**config.mk**
```make
export PLATFORM = sky130hd
export DESIGN_NAME = seg2_bcd_scan
export DESIGN_NICKNAME = d
export VERILOG_FILES = /design/src/rtl/seg_pkg.sv /design/src/rtl/bcd_seq_conv.sv /design/src/rtl/seg2_bcd_scan.sv
export SDC_FILE = /design/constraint.sdc
export NUM_CORES = 1
export LEC_CHECK = 0
export CELL_PAD_IN_SITES_DETAIL_PLACEMENT = 1
export CELL_PAD_IN_SITES_GLOBAL_PLACEMENT = 1
export CORE_MARGIN = 2
export CORE_UTILIZATION = 32
export CTS_BUF_LIST = sky130_fd_sc_hd__clkbuf_16
export DETAILED_ROUTE_END_ITERATION = 8
export GPL_TIMING_DRIVEN = 0
export MAX_ROUTING_LAYER = met4
export PLACE_DENSITY = 0.62
export SYNTH_ARGS = -nofsm -noshare
export SYNTH_HDL_FRONTEND = slang
export SYNTH_SLANG_ARGS = --single-unit
export TNS_END_PERCENT = 10
```
**constraint.sdc**
```tcl
create_clock -name clk -period 2.4 [get_ports clk]
set_input_delay 0.36 -clock clk [delete_from_list [all_inputs] [get_ports clk]]
set_output_delay 0.36 -clock clk [all_outputs]
set_load 0.03 [all_outputs]
```
**src/rtl/seg_pkg.sv**
```systemverilog
`default_nettype none
// ============================================================================
//  Module      : seg_pkg
//  Description : Shared constants, types and the BCD-to-segment decode for
//                the 2-digit multiplexed BCD display.
//                Segment byte order is {a,b,c,d,e,f,g,dp}, active-high.
//                dp is never lit.
//  Revision    : 1.0  initial release
// ============================================================================
package seg_pkg;

    localparam logic [7:0] SEG_0     = 8'hFC;
    localparam logic [7:0] SEG_1     = 8'h60;
    localparam logic [7:0] SEG_2     = 8'hDA;
    localparam logic [7:0] SEG_3     = 8'hF2;
    localparam logic [7:0] SEG_4     = 8'h66;
    localparam logic [7:0] SEG_5     = 8'hB6;
    localparam logic [7:0] SEG_6     = 8'hBE;
    localparam logic [7:0] SEG_7     = 8'hE0;
    localparam logic [7:0] SEG_8     = 8'hFE;
    localparam logic [7:0] SEG_9     = 8'hF6;
    localparam logic [7:0] SEG_DASH  = 8'h02;
    localparam logic [7:0] SEG_BLANK = 8'h00;

    localparam logic [1:0] DIG_TENS  = 2'b10;
    localparam logic [1:0] DIG_ONES  = 2'b01;

    // Overflow is stored in the shown-digit registers as a non-BCD code.
    // Every code 10..15 already decodes to a dash, and it can never be
    // mistaken for a leading zero.
    localparam logic [3:0] BCD_OVF   = 4'hA;

    typedef enum logic [1:0] {
        IDLE   = 2'd0,
        SHIFT  = 2'd1,
        COMMIT = 2'd2
    } conv_state_t;

    function automatic logic [7:0] seg_decode(input logic [3:0] bcd);
        logic [7:0] seg;
        case (bcd)
            4'd0:    seg = SEG_0;
            4'd1:    seg = SEG_1;
            4'd2:    seg = SEG_2;
            4'd3:    seg = SEG_3;
            4'd4:    seg = SEG_4;
            4'd5:    seg = SEG_5;
            4'd6:    seg = SEG_6;
            4'd7:    seg = SEG_7;
            4'd8:    seg = SEG_8;
            4'd9:    seg = SEG_9;
            default: seg = SEG_DASH;
        endcase
        return seg;
    endfunction

endpackage : seg_pkg
`default_nettype wire

```
**src/rtl/bcd_seq_conv.sv**
```systemverilog
`default_nettype none
// ============================================================================
//  Module      : bcd_seq_conv
//  Description : Sequential shift-add-3 binary-to-BCD converter, one input
//                bit per clock. It goes IDLE -> SHIFT (VAL_W clk) -> COMMIT.
//                Ports:
//                  clk, res    clock, asynchronous active-high reset
//                  start       begin a conversion of bin (honoured in IDLE)
//                  bin         binary value to convert
//                  busy        high from the start edge until COMMIT ends
//                  done        high for the single COMMIT cycle
//                  hund        hundreds carry (non-zero means the value is > 99)
//                  tens, ones  BCD result, valid while done is high
//  Revision    : 1.0  initial release
// ============================================================================
module bcd_seq_conv
    import seg_pkg::*;
#(
    parameter int VAL_W = 7
) (
    input  logic             clk,
    input  logic             res,
    input  logic             start,
    input  logic [VAL_W-1:0] bin,
    output logic             busy,
    output logic             done,
    output logic [1:0]       hund,
    output logic [3:0]       tens,
    output logic [3:0]       ones
);

    localparam int IDX_W = (VAL_W > 1) ? $clog2(VAL_W) : 1;
    localparam logic [IDX_W-1:0] C_IDX_LAST = IDX_W'(VAL_W - 1);

    conv_state_t      r_state;
    logic [VAL_W-1:0] r_sreg;
    logic [IDX_W-1:0] r_idx;
    logic [3:0]       w_tens_adj;
    logic [3:0]       w_ones_adj;

    // Add 3 before the shift, so that a digit >= 5 carries into the next
    // decade when it is doubled.
    assign w_tens_adj = (tens >= 4'd5) ? tens + 4'd3 : tens;
    assign w_ones_adj = (ones >= 4'd5) ? ones + 4'd3 : ones;

    always_ff @(posedge clk or posedge res) begin
        if (res) begin
            r_state <= IDLE;
            r_sreg  <= '0;
            r_idx   <= '0;
            hund    <= 2'd0;
            tens    <= 4'd0;
            ones    <= 4'd0;
            busy    <= 1'b0;
            done    <= 1'b0;
        end else begin
            case (r_state)
                IDLE: begin
                    done <= 1'b0;
                    if (start) begin
                        r_sreg  <= bin;
                        r_idx   <= C_IDX_LAST;
                        hund    <= 2'd0;
                        tens    <= 4'd0;
                        ones    <= 4'd0;
                        busy    <= 1'b1;
                        r_state <= SHIFT;
                    end
                end
                SHIFT: begin
                    // {hund, tens, ones, sreg} shifts left by one bit.
                    hund   <= {hund[0], w_tens_adj[3]};
                    tens   <= {w_tens_adj[2:0], w_ones_adj[3]};
                    ones   <= {w_ones_adj[2:0], r_sreg[VAL_W-1]};
                    r_sreg <= {r_sreg[VAL_W-2:0], 1'b0};
                    if (r_idx == '0) begin
                        done    <= 1'b1;
                        r_state <= COMMIT;
                    end else begin
                        r_idx <= r_idx - 1'b1;
                    end
                end
                COMMIT: begin
                    done    <= 1'b0;
                    busy    <= 1'b0;
                    r_state <= IDLE;
                end
                default: begin
                    done    <= 1'b0;
                    busy    <= 1'b0;
                    r_state <= IDLE;
                end
            endcase
        end
    end

endmodule : bcd_seq_conv
`default_nettype wire

```
**src/rtl/seg2_bcd_scan.sv**
```systemverilog
`default_nettype none
// ============================================================================
//  Module      : seg2_bcd_scan
//  Description : Converts a binary count to two BCD digits and drives them
//                onto a 2-digit multiplexed common-bus 7-segment display.
//                Values above 99 are shown as "--".
//                Ports:
//                  clk        system clock
//                  res        asynchronous active-high reset
//                  value      binary value, sampled every clock
//                  busy       a conversion is in progress
//                  digit_seg  {a,b,c,d,e,f,g,dp}, active-high
//                  digit_con  one-hot digit enable, 10 = tens, 01 = ones
//  Revision    : 1.0  initial release
// ============================================================================
module seg2_bcd_scan
    import seg_pkg::*;
#(
    parameter int VAL_W    = 7,
    parameter int SCAN_DIV = 10,
    parameter int BLANK_LZ = 0
) (
    input  logic             clk,
    input  logic             res,
    input  logic [VAL_W-1:0] value,
    output logic             busy,
    output logic [7:0]       digit_seg,
    output logic [1:0]       digit_con
);

    logic [VAL_W-1:0]    r_last_val;
    logic [3:0]          r_shown_tens;
    logic [3:0]          r_shown_ones;
    logic [SCAN_DIV-1:0] r_scan_cnt;

    logic                w_start;
    logic                w_done;
    logic [1:0]          w_hund;
    logic [3:0]          w_tens;
    logic [3:0]          w_ones;
    logic                w_wrap;
    logic [7:0]          w_tens_pat;
    logic [7:0]          w_ones_pat;

    // busy is low only in IDLE, so a changed value is picked up on the
    // first IDLE cycle after any conversion in flight finishes.
    assign w_start = !busy && (value != r_last_val);

    bcd_seq_conv #(
        .VAL_W (VAL_W)
    ) u_conv (
        .clk   (clk),
        .res   (res),
        .start (w_start),
        .bin   (value),
        .busy  (busy),
        .done  (w_done),
        .hund  (w_hund),
        .tens  (w_tens),
        .ones  (w_ones)
    );

    always_ff @(posedge clk or posedge res) begin
        if (res) begin
            r_last_val <= '0;
        end else if (w_start) begin
            r_last_val <= value;
        end
    end

    always_ff @(posedge clk or posedge res) begin
        if (res) begin
            r_shown_tens <= 4'd0;
            r_shown_ones <= 4'd0;
        end else if (w_done) begin
            if (w_hund != 2'd0) begin
                r_shown_tens <= BCD_OVF;
                r_shown_ones <= BCD_OVF;
            end else begin
                r_shown_tens <= w_tens;
                r_shown_ones <= w_ones;
            end
        end
    end

    assign w_ones_pat = seg_decode(r_shown_ones);

    if (BLANK_LZ != 0) begin : g_blank_lz
        // The overflow code is never zero, so a dash is never blanked.
        assign w_tens_pat = (r_shown_tens == 4'd0) ? SEG_BLANK
                                                   : seg_decode(r_shown_tens);
    end else begin : g_show_lz
        assign w_tens_pat = seg_decode(r_shown_tens);
    end

    assign w_wrap = &r_scan_cnt;

    always_ff @(posedge clk or posedge res) begin
        if (res) begin
            r_scan_cnt <= '0;
        end else begin
            r_scan_cnt <= r_scan_cnt + 1'b1;
        end
    end

    // The enable and the segments are loaded on the same edge, so they never
    // disagree. A commit on the wrap edge is not seen until the next wrap,
    // because this block reads the shown registers before that edge updates them.
    always_ff @(posedge clk or posedge res) begin
        if (res) begin
            digit_con <= DIG_ONES;
            digit_seg <= SEG_0;
        end else if (w_wrap) begin
            digit_con <= ~digit_con;
            digit_seg <= (digit_con == DIG_ONES) ? w_tens_pat : w_ones_pat;
        end
    end

endmodule : seg2_bcd_scan
`default_nettype wire

```
# --- Word level (Yosys, flattened, before mapping) ---
# Memory sizes are Yosys's and may differ from the RTL's.
# Cells that the tools add are included.
classes:
  n_addsub: 4
  n_lt_le_gt_ge: 2
  n_eq_ne: 6
  muxes: 22
  bitwise_logic: 2
  reduce_logical: 11
op_table:
  columns: ["operator", "count"]
  rows:
  - ["$mux W4", 5]
  - ["$pmux W4 S2", 2]
  - ["$pmux W7 S2", 1]
  - ["$add A10 B1 Y10 const B", 1]
  - ["$reduce_and A10 Y1", 1]
  - ["$add A4 B2 Y4 const B", 2]
  - ["$ge A4 B3 Y1 const B", 2]
  - ["$mux W8", 1]
  - ["$pmux W2 S2", 2]
  - ["$mux W7", 1]
  - ["$ne A7 B7 Y1", 1]
  - ["$mux W2", 3]
  - ["$mux W3", 2]
  - ["$pmux W3 S2", 1]
  - ["$reduce_and A2 Y1", 3]
  - ["$eq A2 B1 Y1 const B", 2]
  - ["$ne A2 B1 Y1 const B", 2]
  - ["$reduce_bool A2 Y1", 2]
  - ["$logic_not A3 Y1", 1]
  - ["$mux W1", 3]
  - ["$reduce_and A3 Y1", 1]
  - ["$sub A3 B1 Y3 const B", 1]
  - ["$logic_not A2 Y1", 1]
  - ["$ne A2 B2 Y1 const B", 1]
  - ["other kinds (5)", 5]
word_totals:
  reg_bits: 59
  romBits: 224
  inputBits: 9
  wordCells: 63
  mem_count: 2
mem_list:
  columns: ["name", "words", "word_bits", "rd", "rd_clocked_by_memory_dff", "write_ports", "line", "rtl"]
  rows:
  - ["(name not given)", 16, 7, 1, 0, 0, "seg_pkg.sv:41", "case (bcd)"]
  - ["(name not given)", 16, 7, 1, 0, 0, "seg_pkg.sv:41", null]

# --- Logic depth before layout (Yosys ltp) ---
# Gate-level depths: netlist (run 1).
depth:
  ltp_word: 4
  ltp_mapped: 6
  mapped_depth_nobuf: 6

# --- Hierarchy ---
# Synthesis (run 1) repeated with hierarchy kept, for this count alone.
unflattened:
  hier_cells: 286
  hier_area_um2: 2967.8
by_module_without_submodules:
  columns: ["mod", "instances", "cells_per_inst", "area_each_um2"]
  rows:
  - ["seg2_bcd_scan", 1, 172, 1786.7]
  - ["bcd_seq_conv", 1, 114, 1181.1]

# --- Least setup slack after synthesis (run 1) ---
# Ideal clock, no wire load.
synth_timing:
  path_type: "reg-to-reg"
  start: "reg r_last_val[5]"
  end: "reg u_conv.r_sreg[1]"
  arrival_ps: 1354
  t_required_ps: 2275
  slack_ps: 922
  path_stages_with_launch: 5
  path_buffers: 0
  period_less_slack_ps: 1478
  path_cell_list: "dfrtp_1 -> xnor2_1 -> nand4_2 -> o21ai_4 -> mux2_2"
synth_via:
  elab_chain_cells: 4
synth_rtl:
  columns: ["item", "line", "rtl"]
  rows:
  - ["from (decl)", "seg2_bcd_scan.sv:31", "logic [VAL_W-1:0] r_last_val;"]
  - ["from (signal assigned)", "seg2_bcd_scan.sv:67", "r_last_val <= value;"]
  - ["$ne A7 B7 Y1", "seg2_bcd_scan.sv:47", "assign w_start = !busy && (value != r_last_val);"]
  - ["$logic_and A1 B1 Y1", "seg2_bcd_scan.sv:47", null]
  - ["$ne A2 B1 Y1 (no source line)", null, null]
  - ["$reduce_and A2 Y1 (no source line)", null, null]
  - ["to (signal assigned)", "bcd_seq_conv.sv:61", "r_sreg <= bin;"]
  - ["to (signal assigned)", "bcd_seq_conv.sv:75", "r_sreg <= {r_sreg[VAL_W-2:0], 1'b0};"]
  - ["to (decl)", "bcd_seq_conv.sv:36", "logic [VAL_W-1:0] r_sreg;"]
# No other way between the ends.
# A chain may end at the register's enable or synchronous reset.

# --- Final worst setup path (run 1) ---
layout_timing:
  start: "reg digit_con[0]"
  end: "out digit_con[0]"
layout_rtl:
  columns: ["item", "line", "rtl"]
  rows:
  - ["from (decl)", "seg2_bcd_scan.sv:28", "output logic [1:0] digit_con"]
  - ["from (signal assigned)", "seg2_bcd_scan.sv:114", "digit_con <= ~digit_con;"]
# No word-level cell between the ends.

==> metrics.csv, run 1 <==
stage,metric,value,unit
setup_path,CP top delay family,buffers and inverters,
drt,Vias/cell,4.712,
timing,fin crit period,1.899,ns
logic_synthesis,largest family of logic cells by synthesized area,simple AND/OR/NAND/NOR gates,
outcome,status,completed,
power,Pint,1.801,mW
die,Die X,102.5,um
clocking,"Setup Fix Bufs, Post-CTS",0,
logic_synthesis,Async SR Flop Fraction,1.000,
clocking,# resized after CTS,0,
final_layout,synthesis-to-finish area growth,20.65,%
power,power per cell area,606.2,nW/um2
die,# IOs,20,
power,Static Leak,1.709,nW
logic_synthesis,Synth Area per Inst,10.77,um2
power,Peak supply drop,0.2647,mV
setup_path,crit-path cells,clkdlybuf4s50_1,
power,clock network power share,0.532,
logic_synthesis,post-synthesis mux area share,0.07903,
logic_synthesis,Yosys warning total,0,
logic_synthesis,Synth Instances,288,
final_layout,share of layout cells above drive strength 1,0.1889,
logic_synthesis,mapped cell area,3103,um2
final_layout,fill count,1037,
drt,DR WL/cell,13.89,um
setup_path,Setup CP Type,reg -> out,
timing,final hold violations,0,
power,Comb pwr share,0.032,
setup_path,CP required,2.04,ns
timing,Finish-stage setup viols,0,
run,Max Cap Viol,0,
die,core region area,9328,um2
final_layout,non-filler cells in the finished layout,452,
logic_synthesis,Post-Synth XOR/XNOR Area,0.05927,
timing,Slew HR,0.6574,
placement,Placed Instances,436,
die,Initial Util,0.3327,
logic_synthesis,sequential share of the synthesized area,0.4706,
die,DIE AREA,10500,um2
drt,number of remaining DRC errors,0,
timing,skew final,0.004495,ns
power,Sw Ratio,0.2064,
clocking,root buffer cell,clkbuf_16,
setup_path,worst-path fanout max,3,
final_layout,Antenna Cells,0,
die,# rows,35,
drt,DRT Wirelength,6.280,mm
setup_path,Slowest cell on crit path,clkdlybuf4s50_1,
clocking,CTS sink cnt,58,
timing,Peak Freq,0.5266,GHz
timing,unrepaired setup endpoints after global routing,no,
setup_path,crit end category,output pin,
setup_path,max incr delay on CP,0.67,ns
power,sequential power share,0.436,
drt,First-pass DRT Iterations,4,
power,Psw,0.4685,mW
setup_path,Startpoint Class,flop,
clocking,TritonCTS clock tree,done,
placement,Port Buffers,18,
clocking,post-cts hold buffer count,0,
grt,initial antenna violation count,0,
drt,initial drt markers,42,
grt,first-pass GRT wire length,11.11,mm
grt,vias in the first global route,2207,
timing,minimum hold slack,0.3899,ns
placement,DP HPWL,4.565,mm
timing,final slew viol count,0,
logic_synthesis,post-synthesis register bit count,58,
logic_synthesis,Syn Nets,316,
drt,routed vias,2130,
logic_synthesis,"EDFF count, synth",0,
final_layout,fin nets,346,
timing,slew at the pin closest to its max-slew limit,0.5139,ns
clocking,clk slew on worst S/H paths,0.05,ns
timing,period utilisation layout,0.7912,
grt,GRT Overall Usage,0.1419,
grt,GRT Residual Overflow,0,
logic_synthesis,Post-Synth Adder-Cell Area,0.07661,
setup_path,Crit path arrival time,1.54,ns
hold_path,min-delay worst type,in -> async,
drt,post-route ant nets,0,
clocking,Clock Latency Late Sink,0.32,ns
clocking,H-tree depth,3,
grt,largest net degree at the start of global routing,37,
placement,RePlAce Congestion,0.7460,
clocking,CTS buffer count,9,
clocking,Max clock buf depth,2,
die,die span in y,102.5,um
logic_synthesis,Synth Flop Type,dfrtp_1,
logic_synthesis,Netlist cell types,49,
setup_path,Bufs and invs on worst path,1,
logic_synthesis,simple logic cell fraction of the synthesized area,0.1383,
logic_synthesis,Synth Area in Compound Gates,0.1290,
==> cells by family (layout without fill, tap and decap cells) <==
logic type                 Yosys count  count (layout)
xor gates and xnor gates            21              21
and+or+nand+nor                     79              79
other                                1               1
muxes                               22              22
AOI/OAI and AO/OA                   58              58
DFF                                 58              58
buffers and inverters               30              65
adders and majority gates           19              19
==> state kept, by name, summed over array words and instances, names as in the netlist <==
register	count
u_conv.hund	2
r_last_val	7
u_conv.tens	4
digit_con	2
u_conv.busy	1
digit_seg	7
u_conv.ones	4
u_conv.done	1
u_conv.r_idx	3
u_conv.r_sreg	7
u_conv.r_state	2
r_scan_cnt	10
r_shown_tens	4
r_shown_ones	4
==> cell usage in the layout, fill, tap and decap left out, drive strengths merged, types with 2 or more instances in the layout <==
cell type       n
nor2b           3
xor2            4
nand3          13
nand4           3
buf             8
a21oi          15
and3            6
clkdlybuf4s50  18
xnor2          17
nor2           16
nor3            5
a211o           2
nand2          13
mux2           20
inv            20
dfstp           7
ha             19
o211ai          2
a31oi           2
o31ai           4
a21o            3
dfrtp          51
clkinv          3
a22o            8
nand2b         10
clkbuf         15
mux2i           2
o21ai          16
==> path summary, 6_finish.rpt <==
path	endpoint	depth (start not counted)	slack, ns	startpoint
setup reg to reg	u_conv.r_sreg[1]	4	0.68	r_last_val[0]
min in group clk	digit_seg[4]	2	0.47	digit_seg[4]
setup / recovery	digit_con[0]	1	0.50	digit_con[0]
hold reg to reg	digit_seg[4]	2	0.47	digit_seg[4]
hold / removal	u_conv.r_idx[2]	2	0.39	res
max in group asynchronous	r_scan_cnt[4]	3	1.45	res
==> through the flow <==
step / instance area (um2) / worst slack (ns) / utilization / setup TNS (ns) / total power, mW
after global routing: 3744 / 0.4475 / 0.4013 / 0 / 2.354
after detailed placement: 3465 / 0.2033 / 0.3714 / 0 / 1.082
after floorplan: 3103 / 0.6236 / - / 0 / 1.049
after CTS: 3744 / 0.4772 / 0.4013 / 0 / 2.306
final: 3744 / 0.5010 / 0.4013 / 0 / 2.269
after global placement: 3445 / -0.5664 / 0.3693 / -28.75 / 1.076
==> cell type report <==
cell class	instances	area, um2	share of cell area
Clock inverter	7	53.80	0.01437
Multi-Input combinational cell	200	1500	0.4007
Tap cell	129	161.4	0.04312
Sequential cell	58	1460	0.3900
Timing Repair Buffer	19	200.2	0.05348
Buffer	13	78.83	0.02106
Clock buffer	9	225.2	0.06016
Inverter	17	63.81	0.01705
==> synthesized netlist by cell type, drive strengths merged (4+ instances only) <==
master	number	area share
dfrtp	51	0.41
mux2	20	0.073
ha	19	0.077
inv	17	0.021
xnor2	17	0.048
nor2	16	0.019
o21ai	16	0.029
a21oi	15	0.024
nand2	13	0.016
nand3	13	0.021
nand2b	10	0.020
a22o	8	0.025
buf	7	0.018
dfstp	7	0.059
and3	6	0.012
clkbuf	6	0.0073
nor3	5	0.0081
o31ai	4	0.0097
xor2	4	0.011
==> power by group through the flow <==
| stage | sequential (mW) | combinational (mW) | clock, mW |
|---|---|---|---|
| 6_report | 0.990 | 0.0732 | 1.21 |
| 3_5_place_dp | 1.01 | 0.0760 | 0 |
| 2_1_floorplan | 1.01 | 0.0439 | 0 |
| 4_1_cts | 0.989 | 0.0760 | 1.24 |
| 3_3_place_gp | 1.01 | 0.0708 | 0 |
| 5_1_grt | 0.990 | 0.0833 | 1.28 |
==> layer usage <==
layer  GRT usage  wire [um]  vias to the layer above
li1            -          -                     1059
met2      0.2051       2819                       20
met4     0.05231        110                        0
met5           -          0                        -
met3     0.04104        152                       11
met1      0.1887       3198                     1040
No activity file was read; power rests on OpenSTA's default activity.
==> run 2: changes to the inputs <==
- clock period: 2.4 -> 1.8 ns (I/O delays scaled with it)
==> run 2 against run 1 <==
Global-route usage barely moved. Sequential cell count did not move. Critical path depth rose by 3. Via count rose by 0.19%. First-iteration DRC count rose by 24%. Combinational power rose by 33%. Cell count rose by 0.66%. Sequential share of layout area fell by 0.37 points. Clock-buffer cell count did not move.
==> metrics.csv, run 2 (synthesized netlist as in run 1, its figures left out) <==
stage,metric,value,unit,change
outcome,status,completed,,
setup_path,Startpoint Class,flop,,
grt,largest net degree at the start of global routing,37,,unchanged
drt,DR WL/cell,13.84,um,-0.37%
final_layout,synthesis-to-finish area growth,21.81,%,
clocking,H-tree depth,3,,unchanged
drt,First-pass DRT Iterations,4,,unchanged
drt,post-route ant nets,0,,unchanged
grt,M2 GR Usage,0.2056,,+0.0005028
setup_path,Crit path arrival time,1.89,ns,+0.35 ns
final_layout,Antenna Cells,0,,unchanged
die,Initial Util,0.3327,,unchanged
final_layout,fin nets,349,,+0.87%
grt,GRT Overall Usage,0.1421,,+0.0001479
power,Total Power,3.022,mW,+33%
die,die span in y,102.5,um,unchanged
power,Psw,0.6214,mW,+33%
grt,GR peak layer,met2,,
die,# rows,35,,unchanged
setup_path,crit end category,flop,,
drt,initial drt markers,52,,+24%
grt,vias in the first global route,2211,,+0.18%
grt,first-pass GRT wire length,11.12,mm,+0.12%
power,Pint,2.401,mW,+33%
timing,slew at the pin closest to its max-slew limit,0.5188,ns,+0.004880 ns
final_layout,"commonest non-fill, non-tap cell in the layout",dfrtp_1,,
final_layout,final instance area,3780,um2,+0.97%
final_layout,post-layout util,0.4052,,+0.003890
grt,met1 Resource Use GR,0.1887,,unchanged
final_layout,most frequent cells in the layout,"dfrtp_1 (51), mux2_2 (20), inv_1 (19), ha_1 (19), xnor2_1 (17)",,
placement,DP Area,3465,um2,unchanged
power,Comb pwr share,0.032,,about the same
timing,unrepaired setup endpoints after global routing,no,,
power,power per cell area,799.6,nW/um2,+32%
final_layout,fill count,1032,,-0.48%
timing,fin crit period,1.684,ns,
timing,Peak Freq,0.5938,GHz,
clocking,Clock Latency Late Sink,0.32,ns,about the same
drt,number of remaining DRC errors,0,,unchanged
die,Die X,102.5,um,unchanged
die,core region area,9328,um2,unchanged
drt,Vias/cell,4.690,,-0.47%
clocking,TritonCTS clock tree,done,,
timing,minimum hold slack,0.3010,ns,-0.08894 ns
placement,RePlAce Congestion,0.7460,,unchanged
power,Sw Ratio,0.2056,,-0.0008601
final_layout,Top reg by flops,r_scan_cnt,,
run,Max Cap Viol,0,,unchanged
timing,final hold violations,0,,unchanged
clocking,Max clock buf depth,2,,unchanged
timing,Slew HR,0.6541,,-0.003253
clocking,clk slew on worst S/H paths,0.05,ns,about the same
timing,period utilisation layout,0.9356,,
clocking,root buffer cell,clkbuf_16,,
timing,final slew viol count,0,,unchanged
power,clock network power share,0.531,,about the same
grt,GRT Residual Overflow,0,,unchanged
setup_path,worst-path fanout max,10,,+7
grt,grt met3 use,0.04104,,unchanged
final_layout,share of layout cells above drive strength 1,0.1963,,+0.007465
final_layout,Largest register FFs,10,,unchanged
final_layout,register area,1460,um2,unchanged
setup_path,CP required,2.01,ns,-0.03 ns
clocking,CTS buffer count,9,,unchanged
drt,routed vias,2134,,+0.19%
grt,initial antenna violation count,0,,unchanged
placement,DP HPWL,4.565,mm,unchanged
power,Peak supply drop,0.3532,mV,+33%
die,# IOs,20,,unchanged
die,DIE AREA,10500,um2,unchanged
power,Static Leak,1.839,nW,+7.6%
hold_path,min-delay worst type,in -> async,,
setup_path,Setup CP Type,reg -> reg,,
timing,skew final,0.004521,ns,+0.00002631 ns
timing,final setup TNS,0,ns,unchanged
placement,Port Buffers,18,,unchanged
power,sequential power share,0.437,,about the same
final_layout,multi-input logic area,1500,um2,unchanged
drt,DRT Wirelength,6.298,mm,+0.29%
timing,Finish-stage setup viols,0,,unchanged
clocking,CTS sink cnt,58,,unchanged
run 2: cell types whose count changed in the layout (fill, tap and decap cells not counted):
cell / delta
dlygate4sd2_1: +1
clkdlybuf4s50_1: -7
dlymetal6s2s_1: +6
buf_4: +3
run 2: worst paths after layout:
check                      cells after the start               end  slack [ns]               from
max in group asynchronous                      3     r_scan_cnt[4]        0.94                res
setup / recovery                               4  u_conv.r_sreg[2]        0.12  u_conv.r_state[0]
hold reg to reg                                2      digit_seg[4]        0.47       digit_seg[4]
setup reg to reg                               4  u_conv.r_sreg[2]        0.12  u_conv.r_state[0]
hold / removal                                 2   u_conv.r_idx[2]        0.30                res
min in group clk                               2      digit_seg[4]        0.47       digit_seg[4]
run 2: routing by layer:
metal  wire length [um]  part of all wire  vias to the layer above
met5                  0                 0                        -
met4                110             0.017                        0
met3                177             0.028                       11
met2               2818              0.45                       22
met1               3192              0.51                     1037
li1                   -                 -                     1064
run 2: layout make-up:
type | instances | share of cell area
multi-input cells | 200 | 0.3969
flip-flops and latches | 58 | 0.3863
repair buffers | 22 | 0.06256
clock buffers | 9 | 0.05958
well taps | 129 | 0.04270
plain buffers | 13 | 0.02085
inverters | 17 | 0.01688
clock inverters | 7 | 0.01423
run 2: timing repair:
item                       4_1_cts  5_1_grt
gates resized for setup          1        6
pin swaps                        0        1
hold buffers                     0        0
setup buffers                    0        3
gates cloned                     0        0
setup endpoints to repair        1       12
run 2: power groups by stage:
stage	clock, mW	sequential (mW)	combinational (mW)
3_5_place_dp	0	1.34	0.101
6_report	1.60	1.32	0.0976
4_1_cts	1.65	1.32	0.101
5_1_grt	1.71	1.32	0.111
3_3_place_gp	0	1.34	0.0944
2_1_floorplan	0	1.34	0.0586
run 2: stage by stage:
step | worst slack (ns) | instances
after floorplan | 0.1136 | 288
after global placement | -1.076 | 435
after detailed placement | -0.3067 | 436
after CTS | 0.006421 | 452
after global routing | 0.01993 | 455
final | 0.1159 | 455
run 2: worst max-delay path, cell delays in order (launching register included):
cell and delay (ns):
dfrtp_1 0.45, nor2b_2 0.32, buf_6 0.20, mux2_2 0.34, mux2_2 0.26
==> run 3: changes to the inputs <==
- SKIP_CTS_REPAIR_TIMING: default -> 1
==> run 3 against run 2 <==
Clock power hardly changed. Via count is essentially flat. Die area unchanged. Sequential share of layout area hardly changed. Utilization barely moved. Highest routed layer unchanged.
==> metrics.csv, run 3 (synthesized netlist as in run 1, its figures left out) <==
stage,metric,value,unit,change
die,# rows,35,,unchanged
drt,Vias/cell,4.723,,+0.71%
setup_path,Setup CP Type,in -> reg,,
timing,period utilisation layout,0.9626,,+0.02701
timing,minimum hold slack,0.3003,ns,-0.0007450 ns
final_layout,Antenna Cells,0,,unchanged
final_layout,fin nets,346,,-0.86%
clocking,Max clock buf depth,2,,unchanged
clocking,Clock Latency Late Sink,0.32,ns,about the same
clocking,CTS buffer count,9,,unchanged
timing,unrepaired setup endpoints after global routing,yes,,
drt,routed vias,2135,,+0.047%
power,power per cell area,801.3,nW/um2,+0.22%
run,Max Cap Viol,0,,unchanged
die,die span in y,102.5,um,unchanged
power,Total Power,3.032,mW,+0.32%
die,DIE AREA,10500,um2,unchanged
timing,skew final,0.004285,ns,-0.0002363 ns
timing,Peak Freq,0.5771,GHz,-2.8%
setup_path,crit-path cells,clkdlybuf4s50_1 -> xnor2_2 -> nand4_2 -> o21ai_4 -> mux2_2,,
placement,RePlAce Congestion,0.7460,,unchanged
power,Static Leak,1.857,nW,+1.0%
final_layout,fill count,1028,,-0.39%
power,Peak supply drop,0.3531,mV,about the same
timing,Slew HR,0.6586,,+0.004505
final_layout,non-filler cells in the finished layout,452,,-0.66%
hold_path,min-delay worst type,in -> async,,
drt,initial drt markers,48,,-7.7%
clocking,root buffer cell,clkbuf_16,,
placement,DP Area,3465,um2,unchanged
grt,GRT Residual Overflow,0,,unchanged
drt,First-pass DRT Iterations,4,,unchanged
timing,final slew viol count,0,,unchanged
timing,final hold violations,0,,unchanged
setup_path,crit end category,flop,,
outcome,status,completed,,
timing,Finish-stage setup viols,0,,unchanged
final_layout,"commonest non-fill, non-tap cell in the layout",dfrtp_1,,
clocking,TritonCTS clock tree,done,,
die,core region area,9328,um2,unchanged
final_layout,Largest register FFs,10,,unchanged
clocking,clk slew on worst S/H paths,0.05,ns,about the same
clocking,H-tree depth,3,,unchanged
grt,largest net degree at the start of global routing,37,,unchanged
setup_path,CP top delay family,buffers and inverters,,
placement,Placed Instances,436,,unchanged
grt,initial antenna violation count,0,,unchanged
die,# IOs,20,,unchanged
placement,DP HPWL,4.565,mm,unchanged
final_layout,final instance area,3784,um2,about the same
final_layout,share of layout cells above drive strength 1,0.1981,,+0.001823
setup_path,max incr delay on CP,0.53,ns,+0.08 ns
clocking,CTS sink cnt,58,,unchanged
final_layout,most frequent cells in the layout,"dfrtp_1 (51), mux2_2 (20), inv_1 (19), ha_1 (19), nor2_1 (16)",,
drt,post-route ant nets,0,,unchanged
die,Initial Util,0.3327,,unchanged
setup_path,Bufs and invs on worst path,1,,unchanged
setup_path,CP required,2.01,ns,about the same
setup_path,Startpoint Class,input pin,,
setup_path,Crit path arrival time,1.94,ns,+0.05 ns
timing,slew at the pin closest to its max-slew limit,0.5120,ns,-0.006758 ns
grt,GRT Overall Usage,0.1419,,-0.0001479
grt,first-pass GRT wire length,11.11,mm,-0.12%
drt,number of remaining DRC errors,0,,unchanged
placement,Port Buffers,18,,unchanged
timing,fin crit period,1.733,ns,+0.04862 ns
grt,vias in the first global route,2207,,-0.18%
final_layout,synthesis-to-finish area growth,21.94,%,about the same
drt,DRT Wirelength,6.318,mm,+0.32%
die,Die X,102.5,um,unchanged
setup_path,Slowest cell on crit path,clkdlybuf4s50_1,,
setup_path,worst-path fanout max,10,,unchanged
final_layout,Top reg by flops,r_scan_cnt,,
drt,DR WL/cell,13.98,um,+0.98%
run 3: worst reg2reg max path, cell delays in order (launching register included):
cell and delay [ns]:
dfrtp_1 0.46, nor2b_2 0.32, buf_6 0.20, mux2_2 0.34, mux2_2 0.26
run 3: per-layer routing:
layer / vias to the layer above / wire, um / track usage
li1: 1060 / - / -
met1: 1042 / 3217 / 0.1887
met2: 22 / 2830 / 0.2051
met3: 11 / 160 / 0.04104
met4: 0 / 110 / 0.05231
met5: - / 0 / -
run 3: report_power, final:
part	switching, mW	internal [mW]
combinational	0.0539	0.0486
sequential	0.00597	1.31
clock	0.567	1.04
total	0.627	2.41
run 3: final timing paths:
kind	from	endpoint	slack, ns	depth (start not counted)
setup / recovery	value[0]	u_conv.r_sreg[1]	0.07	5
hold / removal	res	u_conv.r_idx[2]	0.30	2
setup reg to reg	u_conv.r_state[0]	u_conv.r_sreg[2]	0.11	4
hold reg to reg	digit_seg[4]	digit_seg[4]	0.47	2
max in group asynchronous	res	r_scan_cnt[4]	0.94	3
min in group clk	digit_seg[4]	digit_seg[4]	0.47	2
run 3: area by class of cell:
class | instances | area [um2] | share of cell area
multi-input combinational | 200 | 1523 | 0.4024
clock inverter | 7 | 53.80 | 0.01422
timing repair buffer | 19 | 217.7 | 0.05754
tap | 129 | 161.4 | 0.04266
sequential | 58 | 1460 | 0.3859
buffer | 13 | 78.83 | 0.02083
clock buffer | 9 | 225.2 | 0.05952
inverter | 17 | 63.81 | 0.01687
run 3: metrics by stage:
step,setup TNS [ns],util,setup slack (ns)
detailed placement,-4.383,0.3714,-0.3067
global route,-0.0007965,0.4056,-0.0007965
CTS,-0.03279,0.4013,-0.03279
finish,0,0.4056,0.06729
global placement,-62.45,0.3693,-1.076
floorplan,0,-,0.1136
